--- src/rtl/alu_res_station.sv ---
// alu_res_station: reservation station for the integer ALU/compare unit.
// Holds dispatched entries, snoops both CDBs for missing operands and issues
// the lowest-index ready entry. Optional same-cycle wakeup-to-issue bypass
// is enabled by defining RS_WAKEUP_BYPASS_EN.

package alu_rs_pkg;
  localparam int unsigned ROB_DEPTH_DEF = 32;
  localparam int unsigned TAG_W         = $clog2(ROB_DEPTH_DEF);

  typedef struct packed {
    logic             rs1_rdy;
    logic             rs2_rdy;
    logic [31:0]      rs1_data;
    logic [31:0]      rs2_data;
    logic [TAG_W-1:0] Qj;
    logic [TAG_W-1:0] Qk;
    logic [3:0]       aluop;
    logic             cmp;
    logic [TAG_W-1:0] rob_num;
    logic [4:0]       rd;
    logic [31:0]      pc;
    logic [7:0]       order;
  } dis_ex_t;
endpackage

module alu_res_station
  import alu_rs_pkg::*;
#(
  parameter int unsigned RS_DEPTH  = 8,
  parameter int unsigned ROB_DEPTH = alu_rs_pkg::ROB_DEPTH_DEF,
  parameter int          TAG_LEN   = $clog2(ROB_DEPTH) - 1
) (
  input  logic                   clk,
  input  logic                   rst,
  input  logic                   flush,
  input  logic                   dis_valid,
  input  dis_ex_t                dis_entry,
  input  logic [1:0]             cdb_valid,
  input  logic [1:0][TAG_LEN:0]  cdb_tag,
  input  logic [1:0][31:0]       cdb_result,
  output logic                   add_full,
  output logic                   issue_valid,
  input  logic                   issue_ready,
  output dis_ex_t                issue_entry
);

  localparam int unsigned IDX_W = $clog2(RS_DEPTH);

  logic [RS_DEPTH-1:0] valid_q;
  logic [RS_DEPTH-1:0] valid_d;
  dis_ex_t             ent_q [RS_DEPTH];
  dis_ex_t             ent_d [RS_DEPTH];
  dis_ex_t             woken [RS_DEPTH];
  logic [RS_DEPTH-1:0] cand;
  logic [IDX_W-1:0]    sel_idx;
  logic [IDX_W-1:0]    alloc_idx;
  logic                sel_found;
  logic                free_found;

  // Apply both CDBs to the not-ready operands of an entry; bus 0 applied last so it wins.
  function automatic dis_ex_t wake(input dis_ex_t e,
                                   input logic [1:0] v,
                                   input logic [1:0][TAG_LEN:0] t,
                                   input logic [1:0][31:0] r);
    dis_ex_t o;
    o = e;
    for (int b = 1; b >= 0; b--) begin
      if (!e.rs1_rdy && v[b] && (TAG_W'(t[b]) == e.Qj)) begin
        o.rs1_rdy  = 1'b1;
        o.rs1_data = r[b];
      end
      if (!e.rs2_rdy && v[b] && (TAG_W'(t[b]) == e.Qk)) begin
        o.rs2_rdy  = 1'b1;
        o.rs2_data = r[b];
      end
    end
    return o;
  endfunction

  // Wakeup, selection, allocation and next-state computation.
  always_comb begin
    add_full    = &valid_q;
    sel_found   = 1'b0;
    sel_idx     = '0;
    free_found  = 1'b0;
    alloc_idx   = '0;
    issue_entry = '0;
    valid_d     = valid_q;

    for (int i = 0; i < RS_DEPTH; i++) begin
      woken[i] = wake(ent_q[i], cdb_valid, cdb_tag, cdb_result);
`ifdef RS_WAKEUP_BYPASS_EN
      cand[i]  = valid_q[i] & woken[i].rs1_rdy & woken[i].rs2_rdy;
`else
      cand[i]  = valid_q[i] & ent_q[i].rs1_rdy & ent_q[i].rs2_rdy;
`endif
      ent_d[i] = valid_q[i] ? woken[i] : ent_q[i];
    end

    for (int i = 0; i < RS_DEPTH; i++) begin
      if (cand[i] && !sel_found) begin
        sel_found = 1'b1;
        sel_idx   = IDX_W'(i);
      end
      if (!valid_q[i] && !free_found) begin
        free_found = 1'b1;
        alloc_idx  = IDX_W'(i);
      end
    end

    issue_valid = sel_found;
    if (sel_found) begin
`ifdef RS_WAKEUP_BYPASS_EN
      issue_entry = woken[sel_idx];
`else
      issue_entry = ent_q[sel_idx];
`endif
    end

    if (issue_valid && issue_ready) begin
      valid_d[sel_idx] = 1'b0;
    end

    // Free slot comes from registered state, so an issuing slot is never the target.
    if (dis_valid && !add_full && free_found) begin
      valid_d[alloc_idx] = 1'b1;
      ent_d[alloc_idx]   = wake(dis_entry, cdb_valid, cdb_tag, cdb_result);
    end
  end

  // Occupancy register: reset, then flush, then normal update.
  always_ff @(posedge clk) begin
    if (rst) begin
      valid_q <= '0;
    end else if (flush) begin
      valid_q <= '0;
    end else begin
      valid_q <= valid_d;
    end
  end

  // Entry payload storage; contents are don't-care while the entry is invalid.
  always_ff @(posedge clk) begin
    for (int i = 0; i < RS_DEPTH; i++) begin
      ent_q[i] <= ent_d[i];
    end
  end

endmodule

--- config.mk ---
export PLATFORM = sky130hd
export DESIGN_NAME = alu_res_station
export DESIGN_NICKNAME = d
export VERILOG_FILES = /design/src/rtl/alu_res_station.sv
export SDC_FILE = /design/constraint.sdc
export NUM_CORES = 2
export LEC_CHECK = 0
export CAP_MARGIN = 20
export CORE_MARGIN = 10
export CORE_UTILIZATION = 30
export CTS_CLUSTER_DIAMETER = 200
export DETAILED_ROUTE_END_ITERATION = 10
export PLACE_DENSITY = 0.56
export SKIP_LAST_GASP = 1
export SLEW_MARGIN = 20
export SYNTH_ARGS = -nofsm -noshare
export SYNTH_HDL_FRONTEND = slang
export SYNTH_SLANG_ARGS = --single-unit
export TNS_END_PERCENT = 100
--- constraint.sdc ---
create_clock -name clk -period 8.6 [get_ports clk]
set_input_delay 2.58 -clock clk [delete_from_list [all_inputs] [get_ports clk]]
set_output_delay 2.58 -clock clk [all_outputs]
set_load 0.02 [all_outputs]
; ---- Yosys cells after proc, flatten, opt, wreduce, memory -nomap -nowiden
; Memories as Yosys holds them, arrays and structs flattened.
; Index checks and enable logic that the tools add are counted.
[totals]
input_bits = 212
ram_bits = 1048
memories = 1
wordCells = 322
regBits = 8
[classes]
n_eq_ne = 36
bitwise_logic = 20
n_reduce_logical = 133
mux = 125
n_lt_le_gt_ge = 6
[mem_list]
columns = name, depth, width, rd, rd_clocked_by_memory_dff, wr, line_no
row1 = ent_q, 8, 131, 9, 0, 8, 51  ; dis_ex_t ent_q [RS_DEPTH];
[ops]
columns = cell, count
row1 = 2-to-1 mux 131 bit, 10
row2 = 2-to-1 mux 32 bit, 38
row3 = bitwise mux 1048 bit, 1
row4 = 2-to-1 mux 1048 bit, 1
row5 = demux 131 bit (select 3 bit), 1
row6 = == test 5 bit, 36
row7 = logical AND 1 bit, 92
row8 = 2-to-1 mux 1 bit, 58
row9 = logical NOT 1 bit, 39
row10 = 2-to-1 mux 3 bit, 12
row11 = AND 1 bit, 16
row12 = 2-to-1 mux 8 bit, 2
row13 = AND 8 bit, 1
row14 = < comparator 3 x 4 -> 1 bit (second input constant), 2
row15 = inverter 8 bit, 1
row16 = OR 8 bit, 1
row17 = AND reduction 8 bit, 1
row18 = demux 1 bit (select 3 bit), 2
row19 = >= comparator 3 x 1 -> 1 bit (second input constant), 2
row20 = >= comparator 4 bit (second input constant), 1
row21 = < comparator 4 x 1 -> 1 bit (second input constant), 1
row22 = inverter 3 -> 4 bit, 1
row23 = OR reduction 2 bit, 1

; ---- Depth between registers and ports, before layout
; An unclocked memory read counts as a cell.
[depth]
word_depth = 34
mapped_depth = 10
mapped_depth_nobuf = 7

; ---- Worst setup path after synthesis
; Ideal clock, no wire load.
[synth_path]
kind = in2reg
startpoint = input port dis_valid
endpoint = register with a tool-made name
path_buffers = 3
path_stages = 6
t_arrival_ns = 4.787
setup_ns = 0.419
path_slack_ns = 3.394
path_cell_list = clkbuf_1 inv_1 a211o_1 clkbuf_1 clkbuf_1 inv_1
[synth_rtl]
columns = element, line_no
row1 = from (decl), 36  ; input logic dis_valid,

==> qor.txt <==
outcome -> completed
# H-tree levels -> 3
CP Max Fanout -> 174
most frequent cells in the layout -> 816 x nand2_1, 529 x dfxtp_1, 520 x edfxtp_1
leakage -> 22.9 nW
pre-CTS WS -> 1660 ps
critical path class -> register to primary output
EDFF count, synth -> 520
min-delay src -> ent_q[0][84]
DRT antenna net count -> 0
post-route setup TNS -> 0 ps
main flop type after synthesis -> dfxtp_1
setup ws final -> 1040 ps
CTS sink cnt -> 1,056
worst hold path stage count -> 2
FF-to-FF Start -> valid_q[4]
period utilisation layout -> 87.9%
Starting Density -> 30.1%
clk_lat worst skew -> 790 ps
Final Setup Violations -> 0
actual slew at the worst max-slew pin -> 1220 ps
max-cap violation count -> 0
leading cell type in the layout, fill and taps excluded -> nand2_1
vias in the first global route -> 48,504
core area -> 192,000 µm²
R2R setup slack -> 3770 ps
TritonCTS clock tree -> done
clk root buf -> clkbuf_16
total CTS buffers -> 112
GRT overflow -> 0
end of the critical path -> issue_entry[93]
initial antenna violation count -> 39
hold buffers post-CTS -> 0
Setup crit start -> valid_q[5]
Avg Cell Area, Syn -> 9.66 µm²
#FFs+latches synth -> 1,056
Die Width -> 459 µm
Crit. End Element -> primary output
Placed Instances -> 8,327
first-pass GRT wire length -> 353 mm
nets -> 6,127
TritonRoute pass-1 iters -> 7
residual DRC count -> 0
I/O pin total -> 345
RSZ-0062 raised after global routing -> false
number of DRC markers in iteration 0 -> 6,101
Max transition margin -> 18.6%
reg-to-reg critical path endpoint -> ent_q[6][125]
via count -> 50,192
peak supply drop -> 0.201 mV
worst path required time -> 6020 ps
arrival time at the worst endpoint -> 4980 ps
area grow syn2layout -> 15.0%
Yosys cell types -> 67
fmax -> 132 MHz
clock slew at reported path FFs -> 60 ps
DP HPWL -> 141 mm
worst min path class -> register to register
gp weighted congestion -> 0.860
largest net degree at the start of global routing -> 175
minimum clock period -> 7560 ps
Worst Setup Start Kind -> register
setup bufs post-CTS -> 0
post-CTS sizing -> 0
Max Buffers Root-to-Sink -> 3
Via density -> 5.87
total of warnings raised by yosys -> 0
Mapped Area -> 57,800 µm²
total track usage -> 22.3%
die footprint -> 211,000 µm²
fraction of registers with async set/reset -> 0%
PD cells -> 178 nW/µm²
Port-buffer cells -> 344
Total Wirelength -> 248 mm
fraction of layout cells with a size suffix above 1 -> 10.8%
Synth Instances -> 5,977
die height -> 459 µm
number of fill cells -> 19,276
Routed WL per cell -> 29.0 µm
Slew Viols, Final -> 0
Net Count, Synth -> 6,189
Seq/Total Area, Yosys -> 45.6%
FP Rows -> 161
clock skew -> 43.3 ps
R2R cell count -> 9
Final Hold Fails -> 0
final non-filler cell total -> 8,544
routing by layer:
| metal | wire (µm) | global-route usage, % |
|---|---|---|
| met3 | 25800 | 6.19 |
| met4 | 13600 | 10.9 |
| met1 | 97000 | 28.1 |
| met5 | 320 | 0 |
| met2 | 111000 | 35.2 |
synthesized netlist by cell type, types with 24 or more instances:
library cell | n | area [µm²]
mux2_4 | 58 | 871
clkbuf_1 | 385 | 1450
nor3_1 | 320 | 1600
nor2_1 | 360 | 1350
and3_1 | 134 | 838
a21o_1 | 29 | 218
buf_2 | 134 | 671
o21a_1 | 356 | 2670
mux2i_1 | 425 | 4250
xor2_1 | 104 | 911
a21oi_1 | 44 | 220
xnor2_1 | 76 | 666
buf_1 | 37 | 139
a31oi_1 | 130 | 813
nand2_1 | 816 | 3060
o211ai_1 | 30 | 225
mux2_2 | 134 | 1510
mux2i_4 | 58 | 1310
o22ai_1 | 351 | 2200
buf_6 | 24 | 270
a32oi_1 | 129 | 1130
nand3_1 | 142 | 711
nand3b_1 | 37 | 278
edfxtp_1 | 520 | 15600
o21ai_0 | 376 | 1880
buf_4 | 34 | 255
dfxtp_1 | 536 | 10700
cells by family after synthesis:
group,after synthesis,share of synthesized area [%]
flops,1056,45.6
compound gates,1472,16.6
simple gates,1906,15.0
buf+inv,681,6.11
mux,682,13.9
xor+xnor,180,2.73
how the worst min path moves through the flow:
stage                   end  slack, ps
2_1_floorplan  ent_q[0][81]        460
5_1_grt        ent_q[0][76]        530
3_5_place_dp   ent_q[0][80]        490
4_1_cts        ent_q[0][80]        500
6_report       ent_q[0][84]        500
3_3_place_gp   ent_q[0][90]        480
power by group:
part / switching [mW] / leakage (nW) / total, mW / internal (mW)
combinational: 0.598 / 11.8 / 1.00 / 0.405
sequential: 0.105 / 9.12 / 5.57 / 5.47
clock: 2.25 / 1.91 / 5.27 / 3.02
total: 2.95 / 22.9 / 11.8 / 8.89
stage by stage:
step	hold slack (ps)	power [mW]	utilization (%)	cell area, µm²
after floorplan	464	6.29	-	57800
after detailed placement	486	6.66	32.5	62500
after global routing	526	12.2	34.6	66400
after CTS	501	11.9	34.6	66400
final	503	11.8	34.6	66400
after global placement	476	6.64	32.5	62400
layout make-up:
cell class,instances,area [µm²],area share (%)
clock inverter,61,865,1.30
timing repair buffer,491,4740,7.13
inverter,14,61.3,0.0923
sequential,1056,26400,39.7
antenna,9,22.5,0.0339
multi-input combinational,4240,28100,42.4
clock buffer,147,3080,4.63
tap,2526,3160,4.76
worst max-delay path, cell delays in order (launching register included):
cell	delay, ps
dfxtp_4	780
nand3_1	330
o211a_1	360
o32ai_4	560
buf_12	720
nand2_1	150
a32oi_1	210
and3_1	340
clkdlybuf4s50_1	670
No activity file was read; power rests on OpenSTA's default activity.
